File: src/rtl/alu_result_uart_tx.sv
// -----------------------------------------------------------------------------
// alu_result_uart_tx
//
// Sends the ALU result to the host over an 8N1 UART link. A send request
// captures i_resultado, zero-extends it to NB_FRAME bits and shifts out one
// frame: start bit (0), NB_FRAME data bits LSB-first, stop bit (1).
//
// Parameters:
//   NB_DATA      width of the ALU result (1..8)
//   NB_FRAME     data bits per frame (fixed at 8)
//   CLKS_PER_BIT clk cycles per bit period (>= 2)
//
// Ports:
//   clk         system clock, rising edge
//   i_rst       asynchronous, active-high reset
//   i_resultado ALU result, sampled only when a send is accepted
//   i_send      send request, level-sampled while idle, ignored while busy
//   o_tx        serial line, idle high, registered
//   o_busy      high from the accepting edge until the frame completes
//   o_done      one-cycle pulse at frame completion
// -----------------------------------------------------------------------------
module alu_result_uart_tx #(
  parameter int NB_DATA      = 6,
  parameter int NB_FRAME     = 8,
  parameter int CLKS_PER_BIT = 10416
) (
  input  logic               clk,
  input  logic               i_rst,
  input  logic [NB_DATA-1:0] i_resultado,
  input  logic               i_send,
  output logic               o_tx,
  output logic               o_busy,
  output logic               o_done
);

  localparam int BAUD_W = (CLKS_PER_BIT > 1) ? $clog2(CLKS_PER_BIT) : 1;
  localparam int IDX_W  = $clog2(NB_FRAME);

  localparam logic [BAUD_W-1:0] BAUD_LAST = BAUD_W'(CLKS_PER_BIT - 1);
  localparam logic [IDX_W-1:0]  IDX_LAST  = IDX_W'(NB_FRAME - 1);

  typedef enum logic [1:0] {
    IDLE,
    START,
    DATA,
    STOP
  } state_t;

  state_t               r_state;
  logic [BAUD_W-1:0]    r_baud;
  logic [IDX_W-1:0]     r_bit_idx;
  logic [NB_FRAME-1:0]  r_shift;

  logic                 w_bit_end;

  // Last cycle of the current bit period; the baud counter wraps here.
  assign w_bit_end = (r_baud == BAUD_LAST);

  // NOTE: every register below is assigned with <= so all of them update
  // from the same pre-edge values; blocking assignments here would let later
  // statements see half-updated state and break the FSM ordering.
  always_ff @(posedge clk or posedge i_rst) begin
    if (i_rst) begin
      r_state   <= IDLE;
      r_baud    <= '0;
      r_bit_idx <= '0;
      r_shift   <= '0;
      o_tx      <= 1'b1;
      o_busy    <= 1'b0;
      o_done    <= 1'b0;
    end else begin
      o_done <= 1'b0;

      // o_tx is driven from the current state, so the line follows the state
      // by one cycle: it falls on the edge after the one that accepts i_send,
      // and each bit still lasts exactly CLKS_PER_BIT cycles.
      case (r_state)
        IDLE: begin
          o_tx <= 1'b1;
          if (i_send) begin
            r_shift   <= NB_FRAME'(i_resultado);
            r_baud    <= '0;
            r_bit_idx <= '0;
            r_state   <= START;
            o_busy    <= 1'b1;
          end
        end

        START: begin
          o_tx <= 1'b0;
          if (w_bit_end) begin
            r_baud    <= '0;
            r_bit_idx <= '0;
            r_state   <= DATA;
          end else begin
            r_baud <= r_baud + BAUD_W'(1);
          end
        end

        DATA: begin
          o_tx <= r_shift[r_bit_idx];
          if (w_bit_end) begin
            r_baud <= '0;
            if (r_bit_idx == IDX_LAST) begin
              r_state <= STOP;
            end else begin
              r_bit_idx <= r_bit_idx + IDX_W'(1);
            end
          end else begin
            r_baud <= r_baud + BAUD_W'(1);
          end
        end

        STOP: begin
          o_tx <= 1'b1;
          if (w_bit_end) begin
            r_baud  <= '0;
            r_state <= IDLE;
            o_busy  <= 1'b0;
            o_done  <= 1'b1;
          end else begin
            r_baud <= r_baud + BAUD_W'(1);
          end
        end

        default: begin
          r_state <= IDLE;
          o_tx    <= 1'b1;
          o_busy  <= 1'b0;
        end
      endcase
    end
  end

endmodule

File: config.mk
export PLATFORM = sky130hd
export DESIGN_NAME = alu_result_uart_tx
export DESIGN_NICKNAME = d
export VERILOG_FILES = /design/src/rtl/alu_result_uart_tx.sv
export SDC_FILE = /design/constraint.sdc
export NUM_CORES = 1
export LEC_CHECK = 0
export ABC_AREA = 0
export BUFFER_PORTS_ARGS = -buffer_cell sky130_fd_sc_hd__buf_2
export CAP_MARGIN = 20
export CELL_PAD_IN_SITES_DETAIL_PLACEMENT = 1
export CELL_PAD_IN_SITES_GLOBAL_PLACEMENT = 1
export CORE_MARGIN = 2
export CORE_UTILIZATION = 51
export CTS_CLUSTER_SIZE = 20
export DETAILED_ROUTE_END_ITERATION = 10
export PLACE_DENSITY = 0.88
export SYNTH_ARGS = -nofsm -noshare
export SYNTH_HDL_FRONTEND = slang
export SYNTH_SLANG_ARGS = --single-unit
File: constraint.sdc
create_clock -name clk -period 5.5 [get_ports clk]
set_input_delay 0.825 -clock clk [delete_from_list [all_inputs] [get_ports clk]]
set_output_delay 0.825 -clock clk [all_outputs]
set_load 0.02 [all_outputs]
# [Yosys cells after proc, flatten, opt, wreduce, memory -nomap -nowiden]
# Cells that the tools add are included.
[word_totals] register_bits=28 input_bits=9 out_inout_bits=3 wordCells=52
[op_classes] addsub=2 order_cmp=1 eq_ne=11 muxes=22 reduce_logical=9
[ops] op="two-way mux 14 bit" n=2
[ops] op="case mux 14 bit (2 select lines)" n=1
[ops] op="adder 14 x 1 -> 14 bit, second input constant" n=1
[ops] op="equality test 14 bit, second input constant" n=1
[ops] op="two-way mux 3 bit" n=4
[ops] op="inequality test 2 bit, second input constant" n=6
[ops] op="two-way mux 2 bit" n=5
[ops] op="AND reduction 5 bit" n=2
[ops] op="case mux 3 bit (3 select lines)" n=1
[ops] op="case mux 2 bit (4 select lines)" n=1
[ops] op="two-way mux 1 bit" n=5
[ops] op="equality test 2 bit, second input constant" n=2
[ops] op="less-than comparator 3 x 4 -> 1 bit, second input constant" n=1
[ops] op="adder 3 x 1 -> 3 bit, second input constant" n=1
[ops] op="binary-select mux 1 bit (select 3 bit)" n=1
[ops] op="equality test 3 bit, second input constant" n=1
[ops] op="case mux 1 bit (3 select lines)" n=1
[ops] op="AND reduction 3 bit" n=1
[ops] op="nonzero test 3 bit" n=1
[ops] op="OR reduction 3 bit" n=1
[ops] op="equality test 2 x 1 -> 1 bit, second input constant" n=1
[ops] op="logical NOT 2 bit" n=1
[ops] op="case mux 1 bit (2 select lines)" n=1
[ops] op="AND reduction 2 bit" n=1
[ops] op="2 further kinds" n=2

# [Logic depth before layout (Yosys ltp)]
# Gate-level depths: netlist of the first run.
[logic_depth] ltp_word=4 mapped_depth=7 mapped_depth_nobuf=6

# [Worst setup path after synthesis of the first run]
# No wires, ideal clock.
[synth_timing] kind="input to register" from="input i_send" to="register r_bit_idx[0]" setup_ps=130 arrival_time_ps=1664 required_time_ps=5370 setup_slack_ps=3706 stages=5 path_buffers=1 cell_sequence="or2b_2 clkbuf_1 and2_1 nand4b_1 nand4_1"
[synth_via] elab_chain_len=2
[synth_lines] element="start, declared" line="30" source="input logic i_send,"
[synth_lines] element="inequality test 2 bit (no line)"
[synth_lines] element="AND reduction 5 bit (no line)"
[synth_lines] element="end signal, assigned" line="107" source="r_bit_idx <= r_bit_idx + IDX_W'(1);"
[synth_lines] element="end, declared" line="51" source="logic [IDX_W-1:0] r_bit_idx;"
# Every way passes these cells.
# A chain may end at the register's enable or synchronous reset.

# [Worst setup path after layout of the first run]
[layout_timing] from="register r_baud[0]" to="register r_state[1]"
[layout_via] elab_chain_len=3
[layout_lines] element="start, declared" line="50" source="logic [BAUD_W-1:0] r_baud;"
[layout_lines] element="start signal, assigned" line="96" source="r_baud <= r_baud + BAUD_W'(1);"
[layout_lines] element="start signal, assigned" line="110" source="r_baud <= r_baud + BAUD_W'(1);"
[layout_lines] element="start signal, assigned" line="122" source="r_baud <= r_baud + BAUD_W'(1);"
[layout_lines] element="equality test 14 bit (*)" line="57" source="assign w_bit_end = (r_baud == BAUD_LAST);"
[layout_lines] element="inequality test 2 bit (no line)"
[layout_lines] element="AND reduction 5 bit (no line) (*)"
[layout_lines] element="end signal, assigned" line="64" source="r_state <= IDLE;"
[layout_lines] element="end signal, assigned" line="84" source="r_state <= START;"
[layout_lines] element="end signal, assigned" line="94" source="r_state <= DATA;"
[layout_lines] element="end, declared" line="49" source="state_t r_state;"
# Every way passes the cells marked *; elsewhere a longest branch is shown, timed or not.

==> results.cfg, run 1 <==
[outcome]
status = finished clean

[clocking]
cts_buffers = 3
clockBufferDepth = 2
clock-sinks = 28
cts_resized = 0
root_buffer = clkbuf_4
cts_tree = built
hold_buffers = 0
cts_setup_buffers = 0
clk_transition_reported_paths_ns = 0.15
worstSkewPairLatency_ns = 0.34
htreeDepth = 1

[placed_design]
io_buffer_count = 11
dp_hpwl_um = 2680
gp_congestion = 0.776
pre_cts_slack_ns = 3.27

[power]
power_density_mw_per_mm2 = 201
leakage_nw = 0.762
ir_worst_vdd_uv = 166

[logic_synthesis]
ys_top_cells_by_count = 27 x dfrtp_1, 12 x nand4_1, 9 x nand2_1, 9 x nand3_1
synth_top_area_share_pct = 41.5
ys_seq_area_share_pct = 43.1
synth_cell_type_count = 44
syn_area_per_cell_sq_um = 10.9
ys_warn_count = 0
synth_nets = 167
synth_edf_count = 0
yosysTopAreaCell = dfrtp_1
syn_inst = 150
synth.area.top_cells = dfrtp_1 41%, ha_1 6.1%, nand4_1 4.6%
synth_ff_type = dfrtp_1
synth.ff_latch_count = 28
syn_area_sq_mm = 0.00163
async_reset_ff_share_pct = 100
synth_most_common_cell = dfrtp_1

[setup_path]
worstPathArrival_ns = 2.51
cp_data_required_time_ns = 5.75
r2r-end = r_state[1]
r2r-start = r_baud[0]
r2r_setup_slack_ns = 3.24
critPathKind = flop to flop
endpoint_kind = flop
crit_path_start = r_baud[0]
start_kind = flop
path_max_fanout = 11
critical_path.endpoint = r_state[1]
reg2reg_depth = 5

[cells_and_area]
fin_nets = 177
num_antenna_cells = 0
drive_above_1_share_pct = 28.9
area_delta_synth_final_pct = 7.83

[detailed_routing]
first_pass_iters = 4
ant_nets = 0
routedWlPerCell_um = 17.9
vias = 1195
avgViaCountPerCell = 5.89
drc = 0
routed_wl_um = 3640
drt_iter0_drc = 41

[floorplan]
die_area_sq_mm = 0.00366
die_w_um = 60.5
die_y_um = 60.5
ios = 12
rows = 20
start_util_pct = 53.4
core_sq_mm = 0.00305

[timing]
period_share_pct = 41.1
tightest_slew_ns = 0.802
tns_ns = 0
fin_ws_ns = 3.24
fin_skew_ns = 0.00656
setup_viol = 0
final_hold_viol_count = 0
grt_setup_unrepaired = no
period_needed_ns = 2.26
maxSlewHeadroom_pct = 46.5
final_max_slew_viol_count = 0
fmax_mhz = 443

[worst_hold_path]
hold_class = input port to async pin

[flow_run]
drv_cap = 0

[grt]
antenna_found_initial = 0
first_global_vias = 1271
overflow = 0
grt_max_degree = 29
grt_pass1_wl_um = 6080
grt_usage_pct = 23.0
through the flow:
stage,util (%),cell area (sq um),hold slack (ns),instances,power [mW]
after floorplan,-,1630,0.465,150,0.213
after global placement,54.9,1680,0.482,198,0.217
after detailed placement,54.9,1680,0.498,198,0.217
after CTS,56.6,1730,0.532,202,0.353
after global routing,57.5,1760,0.528,203,0.366
final,57.5,1760,0.504,203,0.353
worst min-delay path by stage:
stage                    start         end  slack (ns)
global route             i_rst   r_baud[3]        0.53
detailed placement  r_shift[5]  r_shift[5]        0.50
finish                   i_rst   r_baud[3]        0.50
global placement     r_baud[1]   r_baud[1]        0.48
floorplan            r_baud[1]   r_baud[1]        0.47
CTS                 r_shift[5]  r_shift[5]        0.53
logic make-up after synthesis:
family | share of synthesized area [%]
mux | 6.84
xor+xnor | 4.30
buf+inv | 5.22
compound gates | 8.53
simple gates | 25.9
flops | 43.1
fa+ha+maj | 6.14
cell type report:
cell class / count / area [sq um]
Sequential cell: 28 / 702
Clock buffer: 3 / 22.5
Fill cell: 353 / 1300
Tap cell: 44 / 55.1
Multi-Input combinational cell: 109 / 842
Inverter: 6 / 22.5
Timing Repair Buffer: 12 / 82.6
Clock inverter: 1 / 30.0
sequential cells by signal, summed over array words and instances, names as in the netlist:
name       cells
r_shift        6
r_bit_idx      3
o_tx           1
o_done         1
r_baud        14
r_state        2
o_busy         1
report_power, final:
part	switching [mW]	internal [mW]	total [mW]
clock	0.0634	0.0738	0.137
sequential	0	0.206	0.206
combinational	0.00537	0.00403	0.00939
total	0.0688	0.284	0.353
layout by cell type, fill, tap and decap left out, drive strengths merged, types with 2 or more instances in the layout:
| master | n |
|---|---|
| dfrtp | 27 |
| nand4 | 12 |
| buf | 12 |
| nand3 | 11 |
| nand2 | 9 |
| nor2 | 9 |
| xor2 | 8 |
| ha | 8 |
| mux2 | 7 |
| a21oi | 7 |
| inv | 6 |
| o21ai | 5 |
| and2 | 5 |
| or3 | 4 |
| and4 | 3 |
| o31ai | 3 |
| clkbuf | 3 |
| and3 | 3 |
| nor4b | 2 |
| nor2b | 2 |
routing by layer:
metal	track usage, %	routed length [um]	vias up
li1	-	-	561
met1	28.0	1550	605
met2	41.0	1930	23
met3	5.12	117	6
met4	6.52	41	0
met5	0	0	-
worst max-delay path, stage by stage, from the launching register on:
cell and delay (ns):
dfrtp_1 0.42, ha_1 0.31, and2_4 0.19, nand4_1 0.44, a221oi_2 0.46, mux2_1 0.35
Note: power is estimated with default switching activity, not from simulation.
==> run 2: changes to the inputs <==
- CORE_UTILIZATION: 51 -> 47
- PLACE_DENSITY: 0.88 -> 0.82
- clock period: 5.5 -> 2.3 ns (I/O delays scaled with it)
==> run 2 against run 1 <==
  * Count of clock-buffer cells in the layout up 1
  * Clock skew down 0.0019 ns
  * Die area up 8.0%
  * Worst hold slack worse by 0.50 ns
  * Utilization down 5.5 points
  * Clock power up 80%
  * Total power up 110%
  * Critical path depth unchanged
  * Combinational power up 93%
  * Sequential share of layout area up 0.43 points
  * Register-to-register slack worse by 3.0 ns
  * Highest routed layer unchanged
==> results.cfg, run 2 (synthesis results as in run 1) <==
[detailed_routing]
ant_nets = 0
routedWlPerCell_um = 16.8
drt_iter0_drc = 61
avgViaCountPerCell = 5.75
vias = 1190
drc = 0
first_pass_iters = 4
routed_wl_um = 3470

[cells_and_area]
top_register = r_baud
design_area_sq_mm = 0.00174
fin_nets = 179
num_antenna_cells = 0
area_delta_synth_final_pct = 6.68
reg_top3 = r_baud x14, r_shift x6, r_bit_idx x3
layout_commonest_cell = dfrtp_1
drive_above_1_share_pct = 29.8
fillerInstances = 386
layout_common_cells = 27 x dfrtp_1, 12 x nand4_1, 11 x buf_2
utilization_pct = 52.1
largest_reg_flops = 14

[grt]
first_global_vias = 1286
overflow = 0
grt_usage_pct = 19.3
grt_max_degree = 17
grt_pass1_wl_um = 6070
antenna_found_initial = 0

[floorplan]
die_w_um = 62.9
start_util_pct = 48.8
die_y_um = 62.9
rows = 21
die_area_sq_mm = 0.00395
ios = 12
core_sq_mm = 0.00334

[placed_design]
gp_congestion = 0.786
pre_cts_slack_ns = 0.240
placed_area_sq_mm = 0.00170
dp_hpwl_um = 2620
io_buffer_count = 11

[setup_path]
critPathKind = flop to flop
cp_data_required_time_ns = 2.54
start_kind = flop
endpoint_kind = flop
path_max_fanout = 11
worstPathArrival_ns = 2.32

[timing]
final_max_slew_viol_count = 0
period_share_pct = 90.2
tns_ns = 0
period_needed_ns = 2.07
final_hold_viol_count = 0
maxSlewHeadroom_pct = 48.1
grt_setup_unrepaired = no
setup_viol = 0
tightest_slew_ns = 0.777
fin_skew_ns = 0.00465
fmax_mhz = 482
fin_ws_ns = 0.226

[power]
ir_worst_vdd_uv = 211
total_power_mw = 0.756
power_density_mw_per_mm2 = 435
leakage_nw = 0.755

[clocking]
root_buffer = clkbuf_4
htreeDepth = 1
cts_tree = built
cts_setup_buffers = 0
clockBufferDepth = 2
clk_transition_reported_paths_ns = 0.15
clock-sinks = 28
cts_buffers = 3
cts_resized = 0
worstSkewPairLatency_ns = 0.33
hold_buffers = 0

[flow_run]
drv_cap = 0

[worst_hold_path]
hold_class = input port to async pin

[outcome]
status = finished clean
-- run 2: per-layer routing --
metal | global-route usage (%) | share of wire, % | up-vias
met5 | 0 | 0 | -
met1 | 22.9 | 41 | 602
met3 | 2.16 | 1.7 | 7
li1 | - | - | 563
met2 | 35.6 | 55 | 18
met4 | 6.67 | 2.0 | 0
-- run 2: stage by stage --
step	hold WS, ns	std cells
2_1_floorplan	0.410	150
3_3_place_gp	0.398	203
3_5_place_dp	0.405	203
4_1_cts	0.0188	207
5_1_grt	0.0383	207
6_report	0.00350	207
-- run 2: worst paths after layout --
check | from | endpoint | slack, ns | depth (start not counted)
setup / recovery | r_state[0] | r_state[1] | 0.23 | 5
hold / removal | i_rst | o_done | 0.004 | 2
setup reg to reg | r_state[0] | r_state[1] | 0.23 | 5
hold reg to reg | o_busy | o_busy | 0.51 | 2
max in group asynchronous | i_rst | r_baud[12] | 1.69 | 3
min in group clk | i_resultado[3] | r_shift[3] | 0.23 | 2
-- run 2: final cells by class --
class / count / area (sq um) / area share [%]
multi-input combinational: 109 / 842 / 48.5
sequential: 28 / 702 / 40.4
timing repair buffer: 14 / 77.6 / 4.46
inverter: 6 / 22.5 / 1.30
tap: 46 / 57.6 / 3.31
clock buffer: 4 / 36.3 / 2.09
-- run 2: worst max-delay path: stages, from the launching register on --
cell and delay (ns):
dfrtp_1 0.43, inv_1 0.10, ha_1 0.34, or3_1 0.46, a221oi_2 0.30, mux2_1 0.35
-- run 2: power by group --
part | internal, mW | switching (mW) | leakage [nW]
Sequential | 0.493 | 0 | 0.347
Combinational | 0.00601 | 0.0121 | 0.388
Clock | 0.0971 | 0.148 | 0.0210
Total | 0.596 | 0.161 | 0.755
==> run 3: changes to the inputs <==
- clock period: 2.3 -> 2.1 ns (I/O delays scaled with it)
==> run 3 against run 2 <==
  * Final cell count grew 0.97%
  * First-iteration DRC count fell by 18%
  * Worst setup slack worse by 0.11 ns
  * Combinational power is 8% higher
  * Total power is 4.7% higher
  * Die area unchanged
  * Global-route usage up 1.0 points
  * Register-to-register slack worse by 0.11 ns
  * Count of clock-buffer cells in the layout unchanged
  * Sequential power up 9.3%
  * Routed wire length grew 2.7%
  * Critical endpoint unchanged
  * Largest cell class unchanged
  * Highest routed layer unchanged
==> results.cfg, run 3 (synthesis results as in run 1) <==
[outcome]
status = finished clean

[floorplan]
die_y_um = 62.9
die_area_sq_mm = 0.00395
ios = 12
die_w_um = 62.9
core_sq_mm = 0.00334
start_util_pct = 48.8
rows = 21

[timing]
fmax_mhz = 504
period_share_pct = 94.5
final_max_slew_viol_count = 0
setup_viol = 0
tightest_slew_ns = 0.467
maxSlewHeadroom_pct = 68.7
fin_skew_ns = 0.0179
tns_ns = 0
final_hold_viol_count = 0
period_needed_ns = 1.98
grt_setup_unrepaired = no
fin_ws_ns = 0.116
holdWs_ns = 0.0226

[grt]
grt_pass1_wl_um = 6380
grt_max_degree = 29
overflow = 0
first_global_vias = 1300
grt_usage_pct = 20.3
antenna_found_initial = 0

[cells_and_area]
layout_commonest_cell = dfrtp_1
design_area_sq_mm = 0.00175
multi_input_area_sq_um = 845
reg_top3 = r_baud x14, r_shift x6, r_bit_idx x3
fin_nets = 181
register_area_sq_um = 702
area_delta_synth_final_pct = 7.14
fillerInstances = 392
final_cells = 209
top_register = r_baud
largest_reg_flops = 14
utilization_pct = 52.3
layout_common_cells = 27 x dfrtp_1, 12 x nand4_1, 11 x buf_2
num_antenna_cells = 0
drive_above_1_share_pct = 30.7

[placed_design]
dp_hpwl_um = 2660
gp_congestion = 0.851
io_buffer_count = 11
placedCellCount = 205
placed_area_sq_mm = 0.00172
pre_cts_slack_ns = 0.132

[clocking]
hold_buffers = 0
root_buffer = clkbuf_4
cts_resized = 0
cts_setup_buffers = 0
cts_tree = built
htreeDepth = 1
clockBufferDepth = 2
cts_buffers = 3
clk_transition_reported_paths_ns = 0.16
worstSkewPairLatency_ns = 0.33
clock-sinks = 28

[power]
leakage_nw = 0.761
total_power_mw = 0.792
power_density_mw_per_mm2 = 454
ir_worst_vdd_uv = 262
sequentialPowerShare_pct = 68.1
p_sw_mw = 0.171
combPwrFrac_pct = 2.5
p_sw_share_pct = 21.6
clockPowerShare_pct = 29.4
intPower_mw = 0.621

[detailed_routing]
routed_wl_um = 3570
vias = 1197
routedWlPerCell_um = 17.1
ant_nets = 0
drc = 0
first_pass_iters = 4
avgViaCountPerCell = 5.73
drt_iter0_drc = 50

[setup_path]
critPathTopFamily = flip-flops
path_cells = inv_1 -> ha_1 -> or3_1 -> a221oi_2 -> mux2_1
cpPeakStageDelay_ns = 0.44
start_kind = flop
cp_data_required_time_ns = 2.34
path_max_fanout = 5
worstPathArrival_ns = 2.22
critPathKind = flop to flop
crit_slowest_cell = dfrtp_1
endpoint_kind = flop
path_buf_inv = 1

[worst_hold_path]
hold_class = input port to async pin

[flow_run]
drv_cap = 0
==> run 3: worst reg2reg max path, cell delays in order, from the launching register on <==
cell      delay [ns]
dfrtp_1         0.44
inv_1           0.10
ha_1            0.26
or3_1           0.41
a221oi_2        0.33
mux2_1          0.36
==> run 3: layout make-up <==
cell class                 count  area share [%]
sequential                    28            40.2
inverter                       6            1.29
tap                           46            3.30
clock buffer                   4            1.51
multi-input combinational    109            48.4
timing repair buffer          16            5.30
==> run 3: power groups by stage <==
stage | Sequential, mW | Clock [mW] | Combinational (mW)
after floorplan | 0.549 | 0 | 0.00811
final | 0.539 | 0.233 | 0.0195
after global placement | 0.549 | 0 | 0.0197
after CTS | 0.540 | 0.246 | 0.0204
after detailed placement | 0.549 | 0 | 0.0205
after global routing | 0.540 | 0.270 | 0.0235
==> run 3: metal layers <==
layer  vias up  global-route usage, %  wire length [um]
met5         -                      0                 0
met4         0                   6.94                60
met3         6                   2.34                53
met2        11                   34.3              1850
met1       612                   26.9              1600
li1        568                      -                 -
==> run 3: path summary, 6_finish.rpt <==
path	start	endpoint	slack, ns	cells past startpoint
max	r_state[1]	r_state[1]	0.12	5
min in group clk	i_resultado[5]	r_shift[5]	0.22	2
max reg2reg	r_state[1]	r_state[1]	0.12	5
min	i_rst	o_done	0.02	3
min reg2reg	o_busy	o_busy	0.51	2
max in group asynchronous	i_rst	o_tx	1.78	3
